==> config.mk <==
export PLATFORM = sky130hd
export DESIGN_NAME = iterative_divider_flat
export DESIGN_NICKNAME = d
export VERILOG_FILES = /design/src/rtl/iterative_divider_if.sv /design/src/rtl/iterative_divider.sv /design/src/flat_wrapper.sv
export SDC_FILE = /design/constraint.sdc
export NUM_CORES = 1
export LEC_CHECK = 0
export ABC_AREA = 1
export CAP_MARGIN = 40
export CORE_MARGIN = 2
export CORE_UTILIZATION = 55
export DETAILED_ROUTE_END_ITERATION = 7
export PLACE_DENSITY_LB_ADDON = 0.15
export SETUP_SLACK_MARGIN = 0.02
export SYNTH_ARGS = -nofsm -noshare
export SYNTH_HDL_FRONTEND = slang
export SYNTH_SLANG_ARGS = --single-unit
export TNS_END_PERCENT = 30
==> constraint.sdc <==
create_clock -name clock -period 4.1 [get_ports clock]
set_input_delay 0.82 -clock clock [delete_from_list [all_inputs] [get_ports clock]]
set_output_delay 0.82 -clock clock [all_outputs]
set_load 0.02 [all_outputs]
==> src/rtl/iterative_divider_if.sv <==
// Divide request/response bundle between the execute stage (master) and
// the iterative divider (slave).
//
// Handshake: execute raises enable with op/rdata1/rdata2 and holds all four
// stable until it observes ready=1. Ready is a one-cycle pulse, and result is
// valid only while ready is high. Dropping enable before ready appears
// cancels the request.
interface iterative_divider_if #(
    parameter int XLEN = 32
);
    logic            enable;
    logic [1:0]      op;
    logic [XLEN-1:0] rdata1;
    logic [XLEN-1:0] rdata2;
    logic [XLEN-1:0] result;
    logic            ready;

    modport master (
        output enable, op, rdata1, rdata2,
        input  result, ready
    );

    modport slave (
        input  enable, op, rdata1, rdata2,
        output result, ready
    );
endinterface

==> src/rtl/iterative_divider.sv <==
// Radix-2 restoring divider for RV32M DIV/DIVU/REM/REMU.
// Signed operands are converted to magnitudes on entry, and signs are
// reapplied once at the end. Divide-by-zero and signed overflow finish in one
// cycle without iterating.
module iterative_divider #(
    parameter int XLEN = 32
) (
    input  logic                 clock,
    input  logic                 reset,
    iterative_divider_if.slave   bus,
    output logic [1:0]           state_o
);
    localparam int CW = $clog2(XLEN + 1);
    localparam logic [XLEN-1:0] MIN_NEG = {1'b1, {(XLEN-1){1'b0}}};

    typedef enum logic [1:0] {
        IDLE = 2'd0,
        BUSY = 2'd1,
        DONE = 2'd2
    } state_t;

    state_t          state_q;
    logic [CW-1:0]   counter_q;
    logic [XLEN-1:0] rem_q;      // partial remainder
    logic [XLEN-1:0] quo_q;      // dividend shifting out, quotient shifting in
    logic [XLEN-1:0] dvs_q;      // divisor magnitude
    logic            neg_quo_q;
    logic            neg_rem_q;
    logic            rem_sel_q;  // op[1]: return the remainder, not the quotient
    logic [XLEN-1:0] result_q;
    logic            ready_q;

    logic            signed_op, sign1, sign2, div_zero, overflow;
    logic [XLEN-1:0] abs1, abs2, fast_res;
    logic [XLEN:0]   rem_shift, diff;
    logic            fits;
    logic [XLEN-1:0] rem_d, quo_d, fin_quo, fin_rem, final_res;

    // Operand decode for the IDLE accept decision and the fast-path results.
    always_comb begin
        signed_op = ~bus.op[0];
        sign1     = signed_op & bus.rdata1[XLEN-1];
        sign2     = signed_op & bus.rdata2[XLEN-1];
        abs1      = sign1 ? (XLEN'(0) - bus.rdata1) : bus.rdata1;
        abs2      = sign2 ? (XLEN'(0) - bus.rdata2) : bus.rdata2;
        div_zero  = (bus.rdata2 == '0);
        overflow  = signed_op && (bus.rdata1 == MIN_NEG) && (bus.rdata2 == '1);
        fast_res  = '0;
        if (div_zero) begin
            fast_res = bus.op[1] ? bus.rdata1 : '1;
        end else if (overflow) begin
            fast_res = bus.op[1] ? '0 : MIN_NEG;
        end
    end

    // One restoring step. The extra top bit of the compare keeps the
    // subtraction from wrapping, so its borrow decides the quotient bit.
    always_comb begin
        rem_shift = {rem_q, quo_q[XLEN-1]};
        diff      = rem_shift - {1'b0, dvs_q};
        fits      = ~diff[XLEN];
        rem_d     = fits ? diff[XLEN-1:0] : rem_shift[XLEN-1:0];
        quo_d     = {quo_q[XLEN-2:0], fits};
        fin_quo   = neg_quo_q ? (XLEN'(0) - quo_d) : quo_d;
        fin_rem   = neg_rem_q ? (XLEN'(0) - rem_d) : rem_d;
        final_res = rem_sel_q ? fin_rem : fin_quo;
    end

    // Control FSM and datapath registers. Result and ready are set on the
    // edge that enters DONE.
    always_ff @(posedge clock or negedge reset) begin
        if (!reset) begin
            state_q   <= IDLE;
            counter_q <= '0;
            rem_q     <= '0;
            quo_q     <= '0;
            dvs_q     <= '0;
            neg_quo_q <= 1'b0;
            neg_rem_q <= 1'b0;
            rem_sel_q <= 1'b0;
            result_q  <= '0;
            ready_q   <= 1'b0;
        end else begin
            case (state_q)
                IDLE: begin
                    ready_q <= 1'b0;
                    if (bus.enable) begin
                        if (div_zero || overflow) begin
                            result_q <= fast_res;
                            ready_q  <= 1'b1;
                            state_q  <= DONE;
                        end else begin
                            quo_q     <= abs1;
                            dvs_q     <= abs2;
                            rem_q     <= '0;
                            neg_quo_q <= sign1 ^ sign2;
                            neg_rem_q <= sign1;
                            rem_sel_q <= bus.op[1];
                            counter_q <= '0;
                            state_q   <= BUSY;
                        end
                    end
                end
                BUSY: begin
                    if (!bus.enable) begin
                        state_q <= IDLE;  // flush: no pulse, result kept
                    end else begin
                        rem_q     <= rem_d;
                        quo_q     <= quo_d;
                        counter_q <= counter_q + CW'(1);
                        if (counter_q == CW'(XLEN - 1)) begin
                            result_q <= final_res;
                            ready_q  <= 1'b1;
                            state_q  <= DONE;
                        end
                    end
                end
                DONE: begin
                    // The held request is deliberately not restarted here.
                    ready_q <= 1'b0;
                    state_q <= IDLE;
                end
                default: begin
                    ready_q <= 1'b0;
                    state_q <= IDLE;
                end
            endcase
        end
    end

    assign bus.result = result_q;
    assign bus.ready  = ready_q;
    assign state_o    = state_q;
endmodule

==> src/flat_wrapper.sv <==
// flat-port wrapper written by rule: the top's interface ports become plain ports
module iterative_divider_flat 
#(
    parameter int XLEN = 32
)
  (clock, reset, state_o, bus_enable, bus_op, bus_rdata1, bus_rdata2, bus_result, bus_ready);
  iterative_divider_if #(.XLEN(XLEN)) bus_i ();
  input  logic clock;
  input  logic reset;
  output logic [1:0] state_o;
  input wire logic [$bits(bus_i.enable)-1:0] bus_enable;
  input wire logic [$bits(bus_i.op)-1:0] bus_op;
  input wire logic [$bits(bus_i.rdata1)-1:0] bus_rdata1;
  input wire logic [$bits(bus_i.rdata2)-1:0] bus_rdata2;
  output wire logic [$bits(bus_i.result)-1:0] bus_result;
  output wire logic [$bits(bus_i.ready)-1:0] bus_ready;
  assign bus_i.enable = bus_enable;
  assign bus_i.op = bus_op;
  assign bus_i.rdata1 = bus_rdata1;
  assign bus_i.rdata2 = bus_rdata2;
  assign bus_result = bus_i.result;
  assign bus_ready = bus_i.ready;
  iterative_divider #(.XLEN(XLEN)) u_core (.clock(clock), .reset(reset), .bus(bus_i), .state_o(state_o));
endmodule
==> results.json <==
{
  "fin_tns_setup_ps": 0,
  "multi_input_area_um2": 8350,
  "powerDensity_nw_per_um2": 456,
  "die_y_um": 160,
  "ys_top_cells_by_area": "dfrtp_1, nand2_1, inv_1",
  "crit_chain": "inv_1 > ha_1 > nand2_1 > inv_1 > nand2_1 > nand2_1 > inv_1 > nand2_2 > a21oi_4 > nand3_4 > nand2_8 > buf_12 > nand2_1 > nand2_2 > ha_1 > nand3_2 > nor2_1 > nand3_1 > nand2_2 > o21ai_1 > o21ai_1 > nand2_1 > a21boi_1",
  "timing.rr.end": "u_core.bus.result[14]$_DFFE_PN0P_",
  "setup_slack_ps": 212,
  "final.setup_skew_ps": 19.5,
  "p_leak_nw": 8.27,
  "wl_met2_mm": 20.0,
  "cpPeakStageDelay_ps": 360,
  "netlist.area_leader.share_pct": 26.1,
  "routed.top_layer": "met5",
  "grt_pass1_vias": 13700,
  "critPathRequiredTime_ps": 4460,
  "coreArea_um2": 24200,
  "synth_top_area_cell": "dfrtp_1",
  "start_util_pct": 55.6,
  "syn_nets": 2328,
  "synth_seq_cells": 140,
  "crit-reg2reg-launch": "u_core.dvs_q[22]$_DFFE_PN0P_",
  "yosysWarnings": 0,
  "cts.sinks": 140,
  "synthToLayoutAreaGrowth_pct": 16.0,
  "worstSetupStartpointType": "register",
  "status": "finished clean",
  "dp_hpwl_mm": 35.8,
  "cp.arrival_ps": 4250,
  "met1_length_mm": 20.2,
  "vias": 14900,
  "gr-usage-all-layers_pct": 35.9,
  "drt-initial-drc-count": 1632,
  "fillers": 2282,
  "wl_mm": 45.9,
  "regArea_um2": 3500,
  "synth_ff_type": "dfrtp_1",
  "r2r_setup_slack_ps": 210,
  "drc": 0,
  "htree_levels": 4,
  "synthTopCellsByCount": "nand2_1, inv_1, nor2_1",
  "cp_slowest_cell": "dfrtp_1",
  "holdBufCountCts": 0,
  "ir_drop_mv": 0.397,
  "hold_slack_ps": 459,
  "crit_family": "simple AND/OR/NAND/NOR gates",
  "crit_top_cell": "nand2_1",
  "hold_viol_final": 0,
  "clockRootBuffer": "clkbuf_16",
  "fp.dieArea_um2": 25700,
  "final_layout_size_suffix_gt1_share_pct": 9.18,
  "syn_avg_cell_area_um2": 6.05,
  "place_ws_ps": 34.0,
  "reg2reg_depth": 23,
  "slew-limit-headroom_pct": 39.0,
  "num_rows": 57,
  "firstDrtPassIters": 7,
  "yosysSeqAreaShare_pct": 26.1,
  "insertion_delay_ps": 440,
  "ios": 104,
  "clk_pin_slew_ps": 70,
  "synth_area_um2": 13400,
  "grt_overflow": 0,
  "hold_class": "primary input to asynchronous set/reset pin",
  "port_buffers": 103,
  "period_needed_ps": 3890,
  "worst_slew_pin_slew_ps": 914,
  "die_x_um": 160,
  "async_flop_share_pct": 100,
  "antenna_found_initial": 1,
  "drv_slew": 0,
  "met3_length_mm": 4.00,
  "cts_made_buffers": 17,
  "cp-end-kind": "register",
  "antenna_cells": 0,
  "finalNetCount": 2425,
  "grt_pass1_wl_mm": 73.3,
  "rsz0062_at_grt": "true",
  "fin_crit_sh_pct": 94.8,
  "crit_buf_inv": 4,
  "vias_per_cell": 5.63,
  "path_max_fanout": 44,
  "ant_nets": 0,
  "synth_edf_count": 0,
  "tritoncts": "done",
  "cts_max_path_buffers": 2,
  "yosysUniqueCellTypes": 53,
  "critPathKind": "register to register",
  "maxCapViolCount": 0,
  "fmax_mhz": 257,
  "syn_inst": 2220,
  "setup_viol": 0,
  "yosysMostFrequentCell": "nand2_1",
  "grt_max_degree": 87,
  "gp_congestion": 0.948,
  "wl_per_cell_um": 17.3
}
metal layers:
layer  global-route usage [%]  vias to the layer above
met5                        0                        -
met4                     13.1                        2
met3                     6.43                      104
met2                     55.6                      717
met1                     50.5                     6850
li1                         -                     7275
stage by stage:
| stage | instance area [um^2] | instances | total power, mW | util, % |
|---|---|---|---|---|
| 2_1_floorplan | 13400 | 2220 | 4.21 | - |
| 3_3_place_gp | 14900 | 2617 | 5.41 | 61.8 |
| 3_5_place_dp | 14900 | 2617 | 5.46 | 61.8 |
| 4_1_cts | 15500 | 2649 | 7.02 | 64.2 |
| 5_1_grt | 15600 | 2654 | 7.58 | 64.5 |
| 6_report | 15600 | 2654 | 7.11 | 64.5 |
power breakdown:
part | internal [mW] | total (mW) | leakage, nW | switching, mW
Combinational | 1.26 | 3.51 | 6.20 | 2.25
Clock | 0.812 | 1.55 | 0.279 | 0.739
Sequential | 1.77 | 2.06 | 1.79 | 0.285
timing repair:
item / in CTS / in global routing
pin swaps: 0 / 6
setup buffers: 0 / 5
resized for setup: 1 / 14
setup endpoints to repair: 1 / 10
worst max-delay path by stage:
| stage | to | slack [ps] | depth (start not counted) | startpoint |
|---|---|---|---|---|
| finish | u_core.bus.result[14]$_DFFE_PN0P_ | 210 | 23 | u_core.dvs_q[22]$_DFFE_PN0P_ |
| global route | u_core.bus.result[24]$_DFFE_PN0P_ | -50 | 27 | u_core.dvs_q[11]$_DFFE_PN0P_ |
| CTS | u_core.bus.result[28]$_DFFE_PN0P_ | 100 | 29 | u_core.dvs_q[0]$_DFFE_PN0P_ |
| detailed placement | u_core.bus.result[28]$_DFFE_PN0P_ | 30 | 29 | u_core.dvs_q[0]$_DFFE_PN0P_ |
| global placement | u_core.quo_q[31]$_DFFE_PN0P_ | 90 | 15 | bus_rdata1[2] |
| floorplan | u_core.bus.result[28]$_DFFE_PN0P_ | 130 | 28 | u_core.dvs_q[0]$_DFFE_PN0P_ |
sequential cells by signal (all words and copies together) (netlist names):
signal	count
u_core.bus.ready	1
u_core.dvs_q	32
u_core.rem_sel_q	1
u_core.neg_rem_q	1
u_core.quo_q	32
u_core.bus.result	32
u_core.state_o	2
u_core.neg_quo_q	1
u_core.rem_q	32
u_core.counter_q	6
placed cells by master, fill, tap and decap left out, drive strengths merged, types with 2 or more instances in the layout:
cell / count
a21boi: 8
a21o: 3
a21oi: 100
a22o: 2
a2bb2oi: 4
a31oi: 8
and2: 2
buf: 52
clkbuf: 18
clkdlybuf4s50: 102
clkinv: 4
dfrtp: 140
ha: 38
inv: 341
nand2: 728
nand3: 172
nand3b: 10
nand4: 20
nor2: 220
nor3: 36
nor4: 9
o211ai: 9
o21a: 3
o21ai: 182
o21bai: 2
o22ai: 38
o31ai: 4
or2: 21
xnor2: 15
xor2: 32
cell families after synthesis:
logic type	share of synthesized area (%)
adders and majority gates	3.69
DFF	26.1
buffers and inverters	12.2
AOI/OAI and AO/OA	15.5
xor gates and xnor gates	3.06
and+or+nand+nor	39.4
final cells by class:
class	instances	area share, %
Tap cell	324	2.60
Sequential cell	140	22.5
Clock buffer	18	2.75
Inverter	332	7.99
Multi-Input combinational cell	1672	53.6
Clock inverter	14	0.923
Timing Repair Buffer	154	9.71
No activity file was read; power rests on OpenSTA's default activity.
